--- config.mk ---
export PLATFORM = sky130hd
export DESIGN_NAME = uart_peak_frame_rx
export DESIGN_NICKNAME = d
export VERILOG_FILES = /design/src/rtl/uart_peak_frame_rx_pkg.sv /design/src/rtl/uart_peak_frame_rx_byte.sv /design/src/rtl/uart_peak_frame_rx.sv
export SDC_FILE = /design/constraint.sdc
export NUM_CORES = 1
export LEC_CHECK = 0
export BUFFER_PORTS_ARGS = -buffer_cell sky130_fd_sc_hd__clkbuf_2
export CORE_MARGIN = 2
export CORE_UTILIZATION = 58
export DETAILED_ROUTE_END_ITERATION = 7
export GPL_ROUTABILITY_DRIVEN = 1
export PLACE_DENSITY = 0.85
export SLEW_MARGIN = 20
export SYNTH_ARGS = -nofsm -noshare
export SYNTH_HDL_FRONTEND = slang
export SYNTH_SLANG_ARGS = --single-unit
export TNS_END_PERCENT = 50
--- constraint.sdc ---
create_clock -name clk_27M -period 2.9 [get_ports clk_27M]
set_input_delay 0.58 -clock clk_27M [delete_from_list [all_inputs] [get_ports clk_27M]]
set_output_delay 0.58 -clock clk_27M [all_outputs]
set_load 0.01 [all_outputs]
--- src/rtl/uart_peak_frame_rx_pkg.sv ---
// Shared constants and state encodings for the spectrum-peak UART receive path.
package uart_peak_frame_rx_pkg;

    localparam logic [7:0] FRAME_HDR        = 8'hA5;
    localparam logic [5:0] PAD_MASK         = 6'h3F;
    localparam int         DEF_CLKS_PER_BIT = 234;   // 27 MHz / 115200, truncated

    typedef enum logic [2:0] {
        B_IDLE,
        B_START,
        B_DATA,
        B_STOP,
        B_BREAK
    } byte_state_t;

    typedef enum logic [1:0] {
        P_HUNT,
        P_HDR,
        P_HI
    } parse_state_t;

endpackage

--- src/rtl/uart_peak_frame_rx_byte.sv ---
// 8N1 byte receiver: 2-FF input synchroniser, mid-bit sampling, start-glitch reject, break handling.
module uart_rx_byte
    import uart_peak_frame_rx_pkg::*;
#(
    parameter int CLKS_PER_BIT = DEF_CLKS_PER_BIT
) (
    input  logic       clk_27M,
    input  logic       rst,
    input  logic       rx,
    output logic [7:0] byte_data,
    output logic       byte_valid,
    output logic       byte_err
);
    localparam int            TW      = (CLKS_PER_BIT > 1) ? $clog2(CLKS_PER_BIT) : 1;
    localparam logic [TW-1:0] HALF_M1 = TW'(CLKS_PER_BIT / 2 - 1);
    localparam logic [TW-1:0] FULL_M1 = TW'(CLKS_PER_BIT - 1);

    logic [1:0]    r_sync;
    logic [TW-1:0] r_tmr;
    logic [2:0]    r_bit;
    logic [7:0]    r_shift;
    byte_state_t   r_state, w_next;
    logic          w_rx, w_half, w_full;

    assign w_rx      = r_sync[1];
    assign w_half    = (r_tmr == HALF_M1);
    assign w_full    = (r_tmr == FULL_M1);
    assign byte_data = r_shift;

    always_ff @(posedge clk_27M) begin
        if (rst) begin
            r_sync  <= 2'b11;
            r_state <= B_IDLE;
        end else begin
            r_sync  <= {r_sync[0], rx};
            r_state <= w_next;
        end
    end

    always_comb begin
        w_next     = r_state;
        byte_valid = 1'b0;
        byte_err   = 1'b0;
        case (r_state)
            B_IDLE:  if (!w_rx) w_next = B_START;
            B_START: if (w_half) w_next = w_rx ? B_IDLE : B_DATA;
            B_DATA:  if (w_full && r_bit == 3'd7) w_next = B_STOP;
            B_STOP: begin
                if (w_full) begin
                    if (w_rx) begin
                        byte_valid = 1'b1;
                        w_next     = B_IDLE;
                    end else begin
                        byte_err = 1'b1;
                        w_next   = B_BREAK;
                    end
                end
            end
            B_BREAK: if (w_rx) w_next = B_IDLE;
            default: w_next = B_IDLE;
        endcase
    end

    // Timer restarts on every state change and at each data-bit boundary.
    always_ff @(posedge clk_27M) begin
        if (rst) begin
            r_tmr   <= '0;
            r_bit   <= '0;
            r_shift <= '0;
        end else begin
            if (w_next != r_state || r_state == B_IDLE || r_state == B_BREAK ||
                (r_state == B_DATA && w_full))
                r_tmr <= '0;
            else
                r_tmr <= r_tmr + 1'b1;

            if (r_state == B_START)
                r_bit <= '0;
            else if (r_state == B_DATA && w_full)
                r_bit <= r_bit + 1'b1;

            if (r_state == B_DATA && w_full)
                r_shift <= {w_rx, r_shift[7:1]};
        end
    end

endmodule

--- src/rtl/uart_peak_frame_rx.sv ---
// Peak-frame receiver: parses {A5, idx[9:2], {idx[1:0],6'b0}} from the UART byte stream.
module uart_peak_frame_rx
    import uart_peak_frame_rx_pkg::*;
#(
    parameter int CLKS_PER_BIT = DEF_CLKS_PER_BIT,
    parameter int TIMEOUT_CLKS = 4 * 10 * CLKS_PER_BIT
) (
    input  logic        clk_27M,
    input  logic        rst,
    input  logic        uart_rx,
    output logic [9:0]  peak_index,
    output logic        index_valid,
    output logic        frame_err,
    output logic [15:0] frame_cnt
);
    localparam int             TOW    = $clog2(TIMEOUT_CLKS + 1);
    localparam logic [TOW-1:0] TMO_M1 = TOW'(TIMEOUT_CLKS - 1);

    logic [7:0]     w_byte;
    logic           w_bvalid, w_berr;
    parse_state_t   r_state, w_next;
    logic [7:0]     r_hi;
    logic [TOW-1:0] r_tmo;
    logic           w_good, w_bad, w_tmo;

    uart_rx_byte #(.CLKS_PER_BIT(CLKS_PER_BIT)) u_byte (
        .clk_27M    (clk_27M),
        .rst        (rst),
        .rx         (uart_rx),
        .byte_data  (w_byte),
        .byte_valid (w_bvalid),
        .byte_err   (w_berr)
    );

    // A byte arriving on the expiry cycle takes priority over the timeout.
    assign w_tmo = (r_state != P_HUNT) && (r_tmo == TMO_M1) && !w_bvalid && !w_berr;

    always_comb begin
        w_next = r_state;
        w_good = 1'b0;
        w_bad  = 1'b0;
        case (r_state)
            P_HUNT: if (w_bvalid && w_byte == FRAME_HDR) w_next = P_HDR;
            P_HDR: begin
                if (w_bvalid) begin
                    w_next = P_HI;
                end else if (w_berr || w_tmo) begin
                    w_bad  = 1'b1;
                    w_next = P_HUNT;
                end
            end
            P_HI: begin
                if (w_bvalid) begin
                    w_next = P_HUNT;
                    if ((w_byte[5:0] & PAD_MASK) == 6'd0) w_good = 1'b1;
                    else                                  w_bad  = 1'b1;
                end else if (w_berr || w_tmo) begin
                    w_bad  = 1'b1;
                    w_next = P_HUNT;
                end
            end
            default: w_next = P_HUNT;
        endcase
    end

    always_ff @(posedge clk_27M) begin
        if (rst) begin
            r_state     <= P_HUNT;
            r_hi        <= '0;
            r_tmo       <= '0;
            peak_index  <= '0;
            index_valid <= 1'b0;
            frame_err   <= 1'b0;
            frame_cnt   <= '0;
        end else begin
            r_state     <= w_next;
            index_valid <= w_good;
            frame_err   <= w_bad;
            if (r_state == P_HDR && w_bvalid)
                r_hi <= w_byte;
            if (r_state == P_HUNT || w_bvalid || w_tmo)
                r_tmo <= '0;
            else
                r_tmo <= r_tmo + 1'b1;
            if (w_good) begin
                peak_index <= {r_hi, w_byte[7:6]};
                frame_cnt  <= frame_cnt + 16'd1;
            end
        end
    end

endmodule

==> tab_implementation.tex <==
\begin{tabular}{lr}
\hline
Metric & Value \\
\hline
\multicolumn{2}{l}{\textbf{Yosys}} \\
\quad Number of enable-type register cells in the synthesized netlist & 0 \\
\quad Cell area after synthesis & 3290 µm² \\
\quad Warning count from the yosys run & 0 \\
\quad Portion of the post-synthesis area used by sequential elements & 0.463 \\
\quad Number of nets produced by synthesis & 397 \\
\quad Mean cell area of the mapped netlist & 8.58 µm² \\
\quad Number of flip-flops and latches in the synthesized netlist & 76 \\
\quad Synthesized instance count & 383 \\
\quad Number of library cell types mapped by synthesis & 42 \\
\quad Post-synthesis async set-or-reset flop share & 0 \\
\quad Flip-flop cell with the highest count after synthesis & sky130\_fd\_sc\_hd\_\_dfxtp\_1 \\
\multicolumn{2}{l}{\textbf{STA}} \\
\quad Max-slew violation total from the final report & 0 \\
\quad Pin slew with the least headroom to its limit & 0.626 ns \\
\quad Hold violation total from the final report & 0 \\
\quad Share of the clock period used by the worst path after layout & 0.838 \\
\quad Setup repair after global routing missed its margin & false \\
\quad Worst-case headroom to the max-slew limit & 0.581 \\
\quad Total negative slack for setup checks & 0 ns \\
\quad Timing-limited maximum frequency & 412 MHz \\
\quad Final setup vio count & 0 \\
\quad Final min period & 2.43 ns \\
\quad Clock tree skew after final layout & 0.00753 ns \\
\multicolumn{2}{l}{\textbf{Worst setup path}} \\
\quad Required time at the worst-slack endpoint & 3.14 ns \\
\quad Worst setup path class & register to register \\
\quad Critical Path Source & u\_byte.r\_tmr[0] \\
\quad Max Fanout on Critical Path & 12 \\
\quad Startpoint of the most critical register-to-register path & u\_byte.r\_tmr[0] \\
\quad Nature of the critical path endpoint & register \\
\quad Crit start category & register \\
\quad Arrival time at the worst endpoint & 2.67 ns \\
\quad Length in cells of the worst reg-to-reg path & 6 \\
\multicolumn{2}{l}{\textbf{Die}} \\
\quad Core region area & 5510 µm² \\
\quad Count of standard-cell rows & 27 \\
\quad Die boundary width & 79.3 µm \\
\quad Boundary Pins & 31 \\
\quad Die Footprint & 6290 µm² \\
\quad Starting density of the core & 0.597 \\
\quad Vertical die dimension & 79.3 µm \\
\multicolumn{2}{l}{\textbf{Global routing}} \\
\quad Via count of the first global-routing pass & 2594 \\
\quad Gr usage total & 0.222 \\
\quad First-pass GRT wire length & 11000 µm \\
\quad Number of antenna violations at the first check in global routing & 0 \\
\quad GRT Residual Overflow & 0 \\
\quad Maximum number of pins on one net before global-route repair & 39 \\
\multicolumn{2}{l}{\textbf{Routing}} \\
\quad WL final & 6350 µm \\
\quad Number of routed nets with antenna violations & 0 \\
\quad Pre-antenna DRT Iters & 4 \\
\quad Starting DRC count in detailed routing & 206 \\
\quad WL/cell & 13.0 µm \\
\quad Number of DRC violations after detailed routing & 0 \\
\quad Number of vias in the routed layout & 2692 \\
\quad Via density & 5.49 \\
\multicolumn{2}{l}{\textbf{Cells and area}} \\
\quad Final std cells w/o fill & 490 \\
\quad Area growth from synthesis to final layout & 12.9\% \\
\quad Commonest cells after routing, fill and taps aside & 76 x sky130\_fd\_sc\_hd\_\_dfxtp\_1, 55 x sky130\_fd\_sc\_hd\_\_nor2\_1, 50 x sky130\_fd\_sc\_hd\_\_nand2\_1, 30 x sky130\_fd\_sc\_hd\_\_clkbuf\_2, 27 x sky130\_fd\_sc\_hd\_\_a21oi\_1 \\
\quad Leading cell type in the layout, fill and taps excluded & sky130\_fd\_sc\_hd\_\_dfxtp\_1 \\
\quad Fraction of final layout cells sized beyond drive strength 1 & 0.148 \\
\quad Diode count & 0 \\
\quad Final net count & 427 \\
\quad Total of fill cells in the finished design & 447 \\
\multicolumn{2}{l}{\textbf{Clock network}} \\
\quad CTS Hold Buffers Added & 0 \\
\quad Total CTS buffers & 9 \\
\quad Clk slew on worst S/H paths & 0.07 ns \\
\quad Clock Path Buffers & 2 \\
\quad Number of levels in the clock H-tree & 3 \\
\quad Clock tree from TritonCTS & yes \\
\quad Clock sinks & 76 \\
\quad Clk root buf & sky130\_fd\_sc\_hd\_\_clkbuf\_8 \\
\quad Post-CTS setup-driven buffer insertion count & 0 \\
\quad Clock latency at the later pin of the worst-skew pair & 0.35 ns \\
\quad Post-cts sizing count & 0 \\
\multicolumn{2}{l}{\textbf{Power and ir drop}} \\
\quad Power per unit of standard cell area & 501 nW/µm² \\
\quad Largest vdd supply drop & 0.258 mV \\
\quad Overall Power & 1.86 mW \\
\quad Leakage power of the design & 1.31 nW \\
\multicolumn{2}{l}{\textbf{Job}} \\
\quad Number of violations of the max-capacitance limit & 0 \\
\multicolumn{2}{l}{\textbf{Worst hold path}} \\
\quad Worst min-delay path startpoint & u\_byte.r\_sync[0] \\
\quad Worst Hold Depth & 1 \\
\quad Hold WC Path Type & register to register \\
\multicolumn{2}{l}{\textbf{Placed design}} \\
\quad Number of placed instances, taps included & 474 \\
\quad Port Buffer Count & 30 \\
\quad DP HPWL & 4490 µm \\
\quad Final Wtd Congestion & 0.863 \\
\multicolumn{2}{l}{\textbf{Run status}} \\
\quad Status & finished, final reports clean \\
\hline
\end{tabular}
==> Yosys cell counts (2+ instances only) <==
| cell | count | area share |
|---|---|---|
| sky130_fd_sc_hd__a211oi_1 | 2 | 0.0046 |
| sky130_fd_sc_hd__a21oi_1 | 27 | 0.041 |
| sky130_fd_sc_hd__and3_1 | 5 | 0.0095 |
| sky130_fd_sc_hd__and4_1 | 2 | 0.0053 |
| sky130_fd_sc_hd__buf_2 | 3 | 0.0046 |
| sky130_fd_sc_hd__clkbuf_1 | 12 | 0.014 |
| sky130_fd_sc_hd__dfxtp_1 | 76 | 0.46 |
| sky130_fd_sc_hd__ha_1 | 11 | 0.042 |
| sky130_fd_sc_hd__inv_1 | 12 | 0.014 |
| sky130_fd_sc_hd__mux2i_1 | 10 | 0.030 |
| sky130_fd_sc_hd__nand2_1 | 50 | 0.057 |
| sky130_fd_sc_hd__nand3_1 | 20 | 0.030 |
| sky130_fd_sc_hd__nand3b_1 | 2 | 0.0046 |
| sky130_fd_sc_hd__nand4_1 | 10 | 0.019 |
| sky130_fd_sc_hd__nor2_1 | 55 | 0.063 |
| sky130_fd_sc_hd__nor2b_1 | 2 | 0.0038 |
| sky130_fd_sc_hd__nor3_1 | 10 | 0.015 |
| sky130_fd_sc_hd__nor3b_1 | 3 | 0.0069 |
| sky130_fd_sc_hd__nor4_1 | 9 | 0.017 |
| sky130_fd_sc_hd__nor4b_1 | 2 | 0.0053 |
| sky130_fd_sc_hd__o21ai_0 | 7 | 0.011 |
| sky130_fd_sc_hd__or2_2 | 4 | 0.0076 |
| sky130_fd_sc_hd__or3_1 | 2 | 0.0038 |
| sky130_fd_sc_hd__or4b_2 | 2 | 0.0061 |
| sky130_fd_sc_hd__xnor2_1 | 19 | 0.051 |
| sky130_fd_sc_hd__xor2_1 | 10 | 0.027 |
==> final timing paths <==
kind / to / slack [ns]
min reg2reg: u_byte.r_sync[1] / 0.41
min: u_byte.r_sync[1] / 0.41
max reg2reg: frame_cnt[13] / 0.47
max: frame_cnt[13] / 0.47
==> kinds of logic after synthesis <==
logic type,Yosys count,synth area share
simple gates,185,0.276
flops,76,0.463
compound gates,45,0.0796
xor+xnor,29,0.0773
buf+inv,27,0.0320
fa+ha+maj,11,0.0419
mux,10,0.0305
==> final cells by class <==
type	count	area (µm²)	area share
tap	72	90.1	0.0243
timing repair buffer	34	180	0.0486
inverter	12	45.0	0.0121
multi-input combinational	280	1670	0.451
clock buffer	16	200	0.0540
sequential	76	1520	0.410
==> registers in the layout, summed over array words and instances, names as in the netlist <==
register / count
frame_cnt: 16
r_tmo: 14
peak_index: 10
r_hi: 8
u_byte.byte_data: 8
u_byte.r_tmr: 8
u_byte.r_bit: 3
u_byte.r_state: 3
r_state: 2
u_byte.r_sync: 2
frame_err: 1
index_valid: 1
==> per-stage QoR <==
step | instance area [µm²] | utilization | setup slack, ns | hold WS [ns]
finish | 3710 | 0.674 | 0.470 | 0.410
global route | 3710 | 0.674 | 0.320 | 0.417
CTS | 3710 | 0.674 | 0.464 | 0.413
floorplan | 3290 | - | 0.735 | 0.389
detailed placement | 3510 | 0.637 | 0.495 | 0.397
global placement | 3510 | 0.637 | 0.563 | 0.403
==> per-layer routing <==
metal	share of wire	global-route usage	up-vias
met4	0.020	0.119	0
met3	0.027	0.0386	13
li1	-	-	1375
met1	0.45	0.247	1265
met5	0	0	-
met2	0.51	0.400	39
==> power breakdown <==
part / internal, mW / total [mW] / switching (mW)
registers: 1.05 / 1.05 / 0.00327
clock network: 0.429 / 0.784 / 0.355
logic: 0.00746 / 0.0248 / 0.0174
total: 1.48 / 1.86 / 0.376
==> critical path: stages, from the launching register on <==
cell and delay, ns:
sky130_fd_sc_hd__dfxtp_1 0.42, sky130_fd_sc_hd__ha_1 0.18, sky130_fd_sc_hd__nand4_1 0.22, sky130_fd_sc_hd__or3_4 0.51, sky130_fd_sc_hd__nor4_2 0.59, sky130_fd_sc_hd__a41oi_1 0.19
sky130_fd_sc_hd__o21ba_2 0.23
Power figures use the tool's default switching activity.
